## src/rtl/bus_arbiter.sv

```systemverilog
// rtl/bus_arbiter.sv - four-master round-robin bus arbiter with hold-limit preemption
module bus_arbiter #(
  parameter int HOLD_LIMIT = 64
) (
  input  logic        clk,
  input  logic        reset_,
  input  logic        M0Req_,
  input  logic        M1Req_,
  input  logic        M2Req_,
  input  logic        M3Req_,
  output logic        M0Grnt_,
  output logic        M1Grnt_,
  output logic        M2Grnt_,
  output logic        M3Grnt_,
  input  logic [29:0] M0Addr,
  input  logic [29:0] M1Addr,
  input  logic [29:0] M2Addr,
  input  logic [29:0] M3Addr,
  input  logic        M0As_,
  input  logic        M1As_,
  input  logic        M2As_,
  input  logic        M3As_,
  input  logic        M0RW,
  input  logic        M1RW,
  input  logic        M2RW,
  input  logic        M3RW,
  input  logic [31:0] M0WrData,
  input  logic [31:0] M1WrData,
  input  logic [31:0] M2WrData,
  input  logic [31:0] M3WrData,
  output logic [29:0] BusAddr,
  output logic        BusAs_,
  output logic        BusRW,
  output logic [31:0] BusWrData,
  output logic [1:0]  Owner,
  output logic        Preempt
);

  localparam int CW = (HOLD_LIMIT < 1) ? 1 : $clog2(HOLD_LIMIT + 1);
  localparam logic [CW-1:0] LIMIT = CW'(HOLD_LIMIT);

  logic [3:0]    req;
  logic [3:0]    as_n;
  logic [1:0]    owner_q, owner_d;
  logic [CW-1:0] hold_q, hold_d;
  logic          preempt_q, preempt_d;

  logic [1:0]    cand;
  logic [1:0]    idx;
  logic          own_req;
  logic          any_other;
  logic          force_rot;

  assign req  = ~{M3Req_, M2Req_, M1Req_, M0Req_};
  assign as_n = {M3As_, M2As_, M1As_, M0As_};

  always_comb begin
    cand      = owner_q;
    idx       = owner_q;
    any_other = 1'b0;
    own_req   = req[owner_q];
    // Scan farthest-first so the nearest requester after the owner wins.
    for (int k = 3; k >= 1; k--) begin
      idx = owner_q + 2'(k);
      if (req[idx]) begin
        cand      = idx;
        any_other = 1'b1;
      end
    end
    force_rot = (HOLD_LIMIT != 0) && (hold_q == LIMIT) && as_n[owner_q] && own_req;

    owner_d   = owner_q;
    hold_d    = '0;
    preempt_d = 1'b0;
    if ((!own_req || force_rot) && any_other) begin
      owner_d   = cand;
      preempt_d = force_rot;
    end else if (own_req && any_other) begin
      hold_d = (hold_q == LIMIT) ? hold_q : hold_q + 1'b1;
    end
  end

  always_ff @(posedge clk or negedge reset_) begin
    if (!reset_) begin
      owner_q   <= 2'd0;
      hold_q    <= '0;
      preempt_q <= 1'b0;
    end else begin
      owner_q   <= owner_d;
      hold_q    <= hold_d;
      preempt_q <= preempt_d;
    end
  end

  assign M0Grnt_ = (owner_q != 2'd0);
  assign M1Grnt_ = (owner_q != 2'd1);
  assign M2Grnt_ = (owner_q != 2'd2);
  assign M3Grnt_ = (owner_q != 2'd3);
  assign Owner   = owner_q;
  assign Preempt = preempt_q;

  always_comb begin
    BusAddr   = M0Addr;
    BusAs_    = M0As_;
    BusRW     = M0RW;
    BusWrData = M0WrData;
    case (owner_q)
      2'd1: begin BusAddr = M1Addr; BusAs_ = M1As_; BusRW = M1RW; BusWrData = M1WrData; end
      2'd2: begin BusAddr = M2Addr; BusAs_ = M2As_; BusRW = M2RW; BusWrData = M2WrData; end
      2'd3: begin BusAddr = M3Addr; BusAs_ = M3As_; BusRW = M3RW; BusWrData = M3WrData; end
      default: ;
    endcase
  end

endmodule
```

## config.mk

```make
export PLATFORM = sky130hd
export DESIGN_NAME = bus_arbiter
export DESIGN_NICKNAME = d
export VERILOG_FILES = /design/src/rtl/bus_arbiter.sv
export SDC_FILE = /design/constraint.sdc
export NUM_CORES = 1
export LEC_CHECK = 0
export ABC_AREA = 1
export BUFFER_PORTS_ARGS = -buffer_cell sky130_fd_sc_hd__buf_2
export CAP_MARGIN = 20
export CORE_AREA = 3 3 129 131
export DETAILED_ROUTE_END_ITERATION = 16
export DIE_AREA = 0 0 132 134
export GPL_ROUTABILITY_DRIVEN = 0
export PLACE_DENSITY = 0.52
export SETUP_SLACK_MARGIN = 0.02
export SYNTH_ARGS = -nofsm -noshare
export SYNTH_HDL_FRONTEND = slang
export SYNTH_SLANG_ARGS = --single-unit
```

## constraint.sdc

```tcl
create_clock -name clk -period 1.6 [get_ports clk]
set_input_delay 0.24 -clock clk [delete_from_list [all_inputs] [get_ports clk]]
set_output_delay 0.24 -clock clk [all_outputs]
set_load 0.02 [all_outputs]
```

==> results.toml <==
[logic_synthesis]
synthAdderAreaFrac_pct = 3.53
synthTopCellsByArea = "a22o_1, nand2_1, a21oi_1"
synthXorXnorAreaFrac_pct = 1.41
ys_types = 30
yosysTopAreaCell = "a22o_1"
syn_inst = 404
ys.flop_type = "dfrtp_1"
ys_ff_latch = 10
synthMuxAreaShare_pct = 0
synth_top_family_by_area = "compound AO/OA/AOI/OAI gates"
yosys.area_share.simple_pct = 27.1
ys_async_sr_fraction_pct = 100
yosysTopAreaCellShare_pct = 22.3
synth_compound_area_share_pct = 49.1
synth_area_per_cell_um2 = 6.14
synth_seq_area_share_pct = 10.1
synth_nets = 673
synth_edf_count = 0
netlist_area_um2 = 2480
yosys_warnings = 0

[die]
rows = 46
die_area_um2 = 17700
die_w_um = 132
start_util_pct = 15.8
fp.coreArea_um2 = 15700
io_pins = 333
die_h_um = 134

[power_and_ir_drop]
p_leak_nw = 2.90
power_density_nw_per_um2 = 2260
ir_worst_vdd_mv = 0.882
totalPowerFinal_mw = 13.5

[sta]
rsz0062_at_grt = "yes"
setup_viol = 65
clock_skew_ns = 0.00452
tightestPinTransition_ns = 0.248
slew_viol_final = 0
hold_violations = 0
fin_crit_sh_pct = 122
period_needed_ns = 1.95
postLayoutSetupSlackWorst_ns = -0.350
relSlewSlack_pct = 83.5
hold_ws_ns = 0.409
max_freq_mhz = 513

[run_status]
status = "finished, violations left"
violations = "setup timing"

[cells_and_area]
fin_cells = 963
drive_gt1_share_pct = 72.8
fin_nets = 1014
final_area_um2 = 5980
area_growth_pct = 141

[critical_path]
worst_path_dominant_cell_family = "compound AO/OA/AOI/OAI gates"
path_buf_inv = 2
critPathMaxStageDelay_ns = 0.46
crit_required_ns = 1.36
arrival_ns = 1.71
slowest_stage = "dfrtp_2"
worstSetupEndpointType = "output pin"
cp-start-kind = "flop"
crit_path_cell_trace = "ha_4 > buf_12 > a22o_1 > a21oi_2 > o21ai_2 > buf_2"
crit_fanout = 23
worst-setup-path-type = "reg -> out"

[placed_design]
post-place-ws_ns = -0.204
place_inst = 942
placed_area_um2 = 5050
io_buffers = 332
dpl.hpwl_um = 12600

[route]
drc = 0
wl_per_cell_um = 17.2
detail-route-antenna-nets = 0
dr.pass1.iters = 4
via_per_inst = 4.55
drt-total-wl_um = 16600
drt-initial-drc-count = 191
vias = 4377

[worst_hold_path]
hp-class = "in -> async"

[clock_network]
cts_buffer_depth = 2
clkTransAtPathRegs_ns = 0.04
clock-sinks = 10
cts_tree = "built"
root_buffer = "clkbuf_16"
clkLatencyLatePin_ns = 0.24
cts_buffers = 3
h-tree-depth = 1

[job]
max-cap-violations = 0

[global_route]
grt_first_pass_wirelength_um = 23100
grt_use_total_pct = 16.0
overflow = 0
first_global_vias = 4172
antenna_found_initial = 3
grt_max_degree = 49
[registers in the layout (all words and copies together), names as in the netlist]
signal,flops
Owner,2
hold_q,7
Preempt,1
[final cells by class]
type,count,area (µm²)
fill,1644,9730
multi-input combinational,346,2710
timing repair buffer,372,2600
tap,216,270
sequential,10,253
clock buffer,4,88.8
inverter,12,60.1
antenna,3,7.51
[cell usage after synthesis, types with 2 or more instances]
library cell / n
a22o_1: 63
nand3_2: 2
ha_1: 7
inv_6: 2
nor2_1: 14
xor2_1: 3
nand2_2: 3
nand4_1: 2
buf_2: 15
a21oi_1: 65
nand3_1: 12
dfrtp_1: 10
buf_1: 4
nor3_2: 2
clkbuf_1: 16
o21ai_0: 64
inv_1: 9
nand2_4: 5
nand2_1: 95
[cells in the final DEF (no fill, tap or decap), drive strengths merged]
master and count:
inv 12, nand4 2, xor2 3, xnor2 1, ha 7, dlygate4sd3 1, a21oi 66, buf 367
a22o 63, diode 3, nor3b 1, nand3 15, o21ai 65, nor2 16, or2 1, nand2 103
clkbuf 8, dfrtp 10, nor3 2, nand3b 1
[kinds of logic after synthesis]
kind of cell | Yosys count
buf+inv | 48
simple gates | 141
flops | 10
compound gates | 194
xor+xnor | 4
fa+ha+maj | 7
[metrics by stage]
step / util, % / TNS, ns
after floorplan: - / -7.72
after global placement: 32.1 / -7.79
after detailed placement: 32.1 / -8.37
after CTS: 35.5 / -19.95
after global routing: 38.1 / -22.41
final: 38.1 / -19.17
[path summary, 6_finish.rpt]
check,startpoint,to,slack (ns),cells after the start
max in group asynchronous,reset_,Owner[1],0.97,2
max reg2reg,Owner[0],Owner[0],0.05,10
max,Owner[0],BusAddr[3],-0.35,6
min,reset_,hold_q[3],0.41,2
min in group clk,M3Req_,Owner[1],0.49,6
min reg2reg,hold_q[5],hold_q[5],0.58,2
[metal layers]
metal	share of wire, %	wire length, µm	global-route usage [%]
met5	0	0	0
met4	1.1	180	2.68
met3	7.4	1220	3.41
met2	51	8460	29.2
met1	40	6700	19.6
[power breakdown]
part / total (mW) / switching (mW) / internal, mW / leakage, nW
sequential: 0.407 / 0.0930 / 0.314 / 0.132
combinational: 12.6 / 6.75 / 5.87 / 2.73
clock: 0.500 / 0.123 / 0.377 / 0.0442
total: 13.5 / 6.97 / 6.56 / 2.90
[timing repair]
item	CTS	global route
pin swaps	10	10
setup endpoints to repair	67	67
buffers inserted	0	9
hold buffers	1	0
endpoints found under the hold margin	10	0
gates resized for setup	121	58
cloned	0	5
Power figures use the tool's default switching activity.
